`src/rtl/muldiv_ctrl_pkg.sv`:
```
// Shared types and select encodings for the M-extension EX-stage sequencer.
package muldiv_ctrl_pkg;

    typedef enum logic [1:0] {
        MD_IDLE     = 2'd0,
        MD_MUL_WAIT = 2'd1,
        MD_DIV_WAIT = 2'd2,
        MD_DONE     = 2'd3
    } md_state_e;

    localparam logic LOW       = 1'b0;
    localparam logic HIGH      = 1'b1;
    localparam logic QUOTIENT  = 1'b0;
    localparam logic REMAINDER = 1'b1;

endpackage

```
`src/rtl/muldiv_ctrl_special.sv`:
```
// RISC-V divide special cases (divide by zero, signed overflow), resolved without the divider.
module md_special_case
    import muldiv_ctrl_pkg::*;
#(
    parameter int unsigned XLEN = 32
) (
    input  logic [XLEN-1:0] rs1,
    input  logic [XLEN-1:0] rs2,
    input  logic            div_sign,
    input  logic            res_sel,
    output logic            is_special,
    output logic [XLEN-1:0] special_res
);

    logic [XLEN-1:0] int_min;
    logic            div_zero;
    logic            div_ovf;

    always_comb begin
        int_min          = '0;
        int_min[XLEN-1]  = 1'b1;
        div_zero         = (rs2 == '0);
        div_ovf          = div_sign && (rs1 == int_min) && (rs2 == '1);
        is_special       = div_zero || div_ovf;
        special_res      = '0;
        if (div_zero) begin
            special_res = (res_sel == REMAINDER) ? rs1 : '1;
        end else if (div_ovf) begin
            special_res = (res_sel == REMAINDER) ? '0 : rs1;
        end
    end

endmodule

```
`src/rtl/muldiv_ctrl.sv`:
```
// EX-stage mul/div sequencer: launches the external multiplier/divider, stalls EX
// until the result is ready, holds it under MEM backpressure and aborts on flush.
module muldiv_ctrl
    import muldiv_ctrl_pkg::*;
#(
    parameter int unsigned XLEN    = 32,
    parameter int unsigned MUL_LAT = 2
) (
    input  logic              clk,
    input  logic              rst_n,
    input  logic              pipe_flush,
    input  logic              ex_valid,
    input  logic              ex_is_mul_inst,
    input  logic              ex_is_div_inst,
    input  logic [1:0]        ex_sign_extend,
    input  logic              ex_word_sel,
    input  logic              ex_div_sign,
    input  logic              ex_div_res_sel,
    input  logic [XLEN-1:0]   ex_rs1,
    input  logic [XLEN-1:0]   ex_rs2,
    input  logic              mem_allowin,
    output logic              mul_start,
    output logic [XLEN-1:0]   mul_a,
    output logic [XLEN-1:0]   mul_b,
    output logic [1:0]        mul_sign,
    input  logic [2*XLEN-1:0] mul_prod,
    output logic              div_start,
    output logic              div_kill,
    output logic [XLEN-1:0]   div_dividend,
    output logic [XLEN-1:0]   div_divisor,
    output logic              div_signed,
    input  logic              div_done,
    input  logic [XLEN-1:0]   div_quot,
    input  logic [XLEN-1:0]   div_rem,
    output logic              md_ready_go,
    output logic              md_busy,
    output logic [XLEN-1:0]   md_result
);

    localparam int unsigned CNT_W = (MUL_LAT > 1) ? $clog2(MUL_LAT) : 1;

    md_state_e       state_q, state_d;
    logic [CNT_W-1:0] cnt_q, cnt_d;
    logic [XLEN-1:0] result_q, result_d;
    logic            word_sel_q, word_sel_d;
    logic            res_sel_q, res_sel_d;

    logic            md_op;
    logic            launch_mul, launch_div, kill_div;
    logic            spec_hit;
    logic [XLEN-1:0] spec_res;

    assign md_op = ex_valid && (ex_is_mul_inst || ex_is_div_inst);

    md_special_case #(.XLEN(XLEN)) u_special (
        .rs1         (ex_rs1),
        .rs2         (ex_rs2),
        .div_sign    (ex_div_sign),
        .res_sel     (ex_div_res_sel),
        .is_special  (spec_hit),
        .special_res (spec_res)
    );

    always_comb begin
        state_d     = state_q;
        cnt_d       = cnt_q;
        result_d    = result_q;
        word_sel_d  = word_sel_q;
        res_sel_d   = res_sel_q;
        launch_mul  = 1'b0;
        launch_div  = 1'b0;
        kill_div    = 1'b0;
        md_ready_go = 1'b1;

        unique case (state_q)
            MD_IDLE: begin
                md_ready_go = !md_op;
                if (md_op && !pipe_flush) begin
                    word_sel_d = ex_word_sel;
                    res_sel_d  = ex_div_res_sel;
                    if (ex_is_mul_inst) begin
                        launch_mul = 1'b1;
                        cnt_d      = CNT_W'(MUL_LAT - 1);
                        state_d    = MD_MUL_WAIT;
                    end else if (spec_hit) begin
                        result_d = spec_res;
                        state_d  = MD_DONE;
                    end else begin
                        launch_div = 1'b1;
                        state_d    = MD_DIV_WAIT;
                    end
                end
            end
            MD_MUL_WAIT: begin
                md_ready_go = 1'b0;
                if (pipe_flush) begin
                    state_d = MD_IDLE;
                end else if (cnt_q == '0) begin
                    result_d = (word_sel_q == HIGH) ? mul_prod[2*XLEN-1:XLEN] : mul_prod[XLEN-1:0];
                    state_d  = MD_DONE;
                end else begin
                    cnt_d = cnt_q - CNT_W'(1);
                end
            end
            MD_DIV_WAIT: begin
                md_ready_go = 1'b0;
                if (pipe_flush) begin
                    kill_div = 1'b1;
                    state_d  = MD_IDLE;
                end else if (div_done) begin
                    result_d = (res_sel_q == REMAINDER) ? div_rem : div_quot;
                    state_d  = MD_DONE;
                end
            end
            MD_DONE: begin
                if (pipe_flush || mem_allowin) begin
                    state_d = MD_IDLE;
                end
            end
            default: state_d = MD_IDLE;
        endcase
    end

    always_ff @(posedge clk) begin
        if (!rst_n) begin
            state_q    <= MD_IDLE;
            cnt_q      <= '0;
            result_q   <= '0;
            word_sel_q <= 1'b0;
            res_sel_q  <= 1'b0;
        end else begin
            state_q    <= state_d;
            cnt_q      <= cnt_d;
            result_q   <= result_d;
            word_sel_q <= word_sel_d;
            res_sel_q  <= res_sel_d;
        end
    end

    // Strobes are masked during reset: the divider shares rst_n and needs no kill.
    assign mul_start    = rst_n && launch_mul;
    assign div_start    = rst_n && launch_div;
    assign div_kill     = rst_n && kill_div;

    assign mul_a        = ex_rs1;
    assign mul_b        = ex_rs2;
    assign mul_sign     = ex_sign_extend;
    assign div_dividend = ex_rs1;
    assign div_divisor  = ex_rs2;
    assign div_signed   = ex_div_sign;

    assign md_busy      = (state_q != MD_IDLE);
    assign md_result    = result_q;

endmodule

```
`config.mk`:
```
export PLATFORM = sky130hd
export DESIGN_NAME = muldiv_ctrl
export DESIGN_NICKNAME = d
export VERILOG_FILES = /design/src/rtl/muldiv_ctrl_pkg.sv /design/src/rtl/muldiv_ctrl_special.sv /design/src/rtl/muldiv_ctrl.sv
export SDC_FILE = /design/constraint.sdc
export NUM_CORES = 1
export LEC_CHECK = 0
export ABC_AREA = 1
export CORE_AREA = 2 2 147 149
export CTS_CLUSTER_SIZE = 12
export DETAILED_ROUTE_END_ITERATION = 7
export DIE_AREA = 0 0 149 151
export PLACE_DENSITY_LB_ADDON = 0.15
export RECOVER_POWER = 50
export SLEW_MARGIN = 20
export SYNTH_ARGS = -nofsm -noshare
export SYNTH_HDL_FRONTEND = slang
export SYNTH_HIERARCHICAL = 1
export SYNTH_SLANG_ARGS = --single-unit
export TNS_END_PERCENT = 100
```
`constraint.sdc`:
```
create_clock -name clk -period 3 [get_ports clk]
set_input_delay 0.45 -clock clk [delete_from_list [all_inputs] [get_ports clk]]
set_output_delay 0.45 -clock clk [all_outputs]
set_load 0.02 [all_outputs]
```
==> metrics <==
Yosys warning count 6; worst endpoint required time 2.55 ns; crit path launch type primary input; Synth top area share 27.1%; initial antenna violation count 0; adder-cell share of the synthesized area 0.944%; slew margin rel. 51.6%; Post-Synth XOR/XNOR Area 0%; Synth Flop Type dfxtp_1; clk root buf clkbuf_16; clock period minus worst slack 2.66 ns; Row Count 53; post-synthesis compound-gate area fraction 12.4%; Final Non-Filler Cells 1465; Worst Max-Slew Pin Slew 0.725 ns; CTS buffer count 5; core area 20800 um2; average wire per standard cell 15.4 um; ANT cells 0; Crit. End Element output pin; Final HPWL DP 17500 um; ANT nets after route 0; vias in the first global route 5987; Post-synth EDFFs 0; GR Layer Usage met2 34.0%; post-synthesis sequential area ratio 14.0%; most utilized layer in the global route result met2; global-route wire length before repair 33400 um; # setup viols final 0; via count 6099; largest family of logic cells by synthesized area simple AND/OR/NAND/NOR gates; Final Cycle Share 88.8%; Final GP Congestion 0.833; CTS clk-pin slew, worst paths 0.06 ns; Util after Layout 41.7%; Max Cap Viol 0; total setup buffers inserted after CTS 0; WHS 0.480 ns; reg2reg start state_q[1]; Hold Path Origin cnt_q; starting density of the core 25.5%; leak pwr 4.36 nW; mux cell area share after synthesis 0%; CTS max path bufs 2; ys async rst share 0%; CTS Hold Bufs 0; Critical Path Source ex_rs1[28]; CP Class in2out; max incr delay on CP 0.49 ns; Post-Route Skew 0.00316 ns; die height 151 um; top area cells in the synthesized netlist nand2_1, buf_4, dfxtp_1, nor2_1, o21bai_2; cell mode on critical path nand2_1; met3 usage 3.22%; Routed Wire Length 22600 um; Pwr Total 4.46 mW; CTS tree done; share of cells above drive strength 1 9.75%; Residual DRC 0; fin. max-slew vios 0; count leader, synth nand2_1; PortBufs 368; CP Cell Sequence clkdlybuf4s50_1, nor2_1, nand2_1, nor2_2, buf_4, nand2_1, nor2_1, buf_4, nand3_1, o21ai_0, inv_1, nand2_1, nor3_1, clkbuf_2; worst min path class reg2reg; global-route met1 utilization 24.3%; clock latency on the worst-skew pair 0.28 ns; Post-CTS Resized 1; Synth cell types 29; Post-DP Area 8500 um2; placed cells 1457; Fill cells 2286; Gate Count Post-Synth 939; Mapped Area 5300 um2; Avg Synthesized Cell Area 5.65 um2; die width 149 um; pwr dens 513 nW/um2; multi-input logic area 2990 um2; most frequent cells after synthesis nand2_1, buf_4, nor2_1; die outline area 22500 um2; FF+latch area 741 um2; worst endpoint data arrival time 2.21 ns; setup TNS 0 ns; final hold violations 0; RSZ-0062 raised after global routing false; Final Instance Area 8690 um2; area delta synth->final 64.0%; vias per cell 4.16; initial DRC count 209; I/O Pins 373; GRT overflow 0; setup ws final 0.335 ns; simple-gate area share of the yosys netlist 42.9%; GRT Util Overall 19.1%; Seq cells post-synth 37; largest net degree at the start of global routing 37; status complete, no violations; Max FO, Critical Path 2; largest area contributor in the netlist nand2_1; f_max 375 MHz; clock tree sinks 37; Initial DRT Pass Iterations 6; peak supply drop 0.465 mV; worst slack, placed -0.119 ns; Final nets 1398; H-tree depth 2; Net Count, Synth 1148; Worst path slowest cell clkdlybuf4s50_1
[placed cells by master, fill, tap and decap left out, types with 30 or more instances in the layout]
cell type,netlist,routed
o21bai_2,30,30
dlygate4sd3_1,0,97
nand2_1,383,383
dfxtp_1,37,37
o21a_1,32,32
buf_4,131,51
nand3_1,36,36
inv_1,77,77
nor2_1,115,112
clkdlybuf4s50_1,0,269
[critical path, delay by kind of cell]
| family | cells | cell delay [ns] |
|---|---|---|
| compound gates | 1 | 0.08 |
| buf+inv | 5 | 1.05 |
| simple gates | 8 | 0.64 |
[cells by family (layout without fill, tap and decap cells)]
family	after synthesis	count (layout)
flops	37	37
simple gates	561	561
fa+ha+maj	4	4
buf+inv	261	512
compound gates	76	76
[layer usage]
layer | vias up | part of all wire [%] | wire length, um
li1 | 3217 | - | -
met1 | 2651 | 45 | 10100
met2 | 213 | 47 | 10700
met3 | 18 | 6.6 | 1500
met4 | 0 | 1.5 | 347
met5 | - | 0 | 0
[worst paths after layout]
path | to | slack [ns] | cells past startpoint
setup / recovery | div_start | 0.34 | 14
hold / removal | cnt_q | 0.48 | 2
setup reg to reg | md_result[22] | 0.83 | 7
hold reg to reg | cnt_q | 0.48 | 2
[flip-flops by register name, summed over array words and instances, names as in the netlist]
signal and count:
cnt_q 1, md_result 32, res_sel_q 1, state_q 2, word_sel_q 1
[final cells by class]
type | instances | share of cell area (%)
clock buffer | 5 | 1.44
clock inverter | 3 | 0.792
inverter | 81 | 3.50
multi-input combinational | 641 | 34.4
sequential | 37 | 8.52
tap | 275 | 3.96
timing repair buffer | 423 | 47.4
[power by group]
part,internal [mW],total (mW),switching (mW)
registers,0.639,0.705,0.0667
clock network,0.480,0.706,0.226
logic,1.21,3.05,1.85
(Power assumes the default switching activity.)
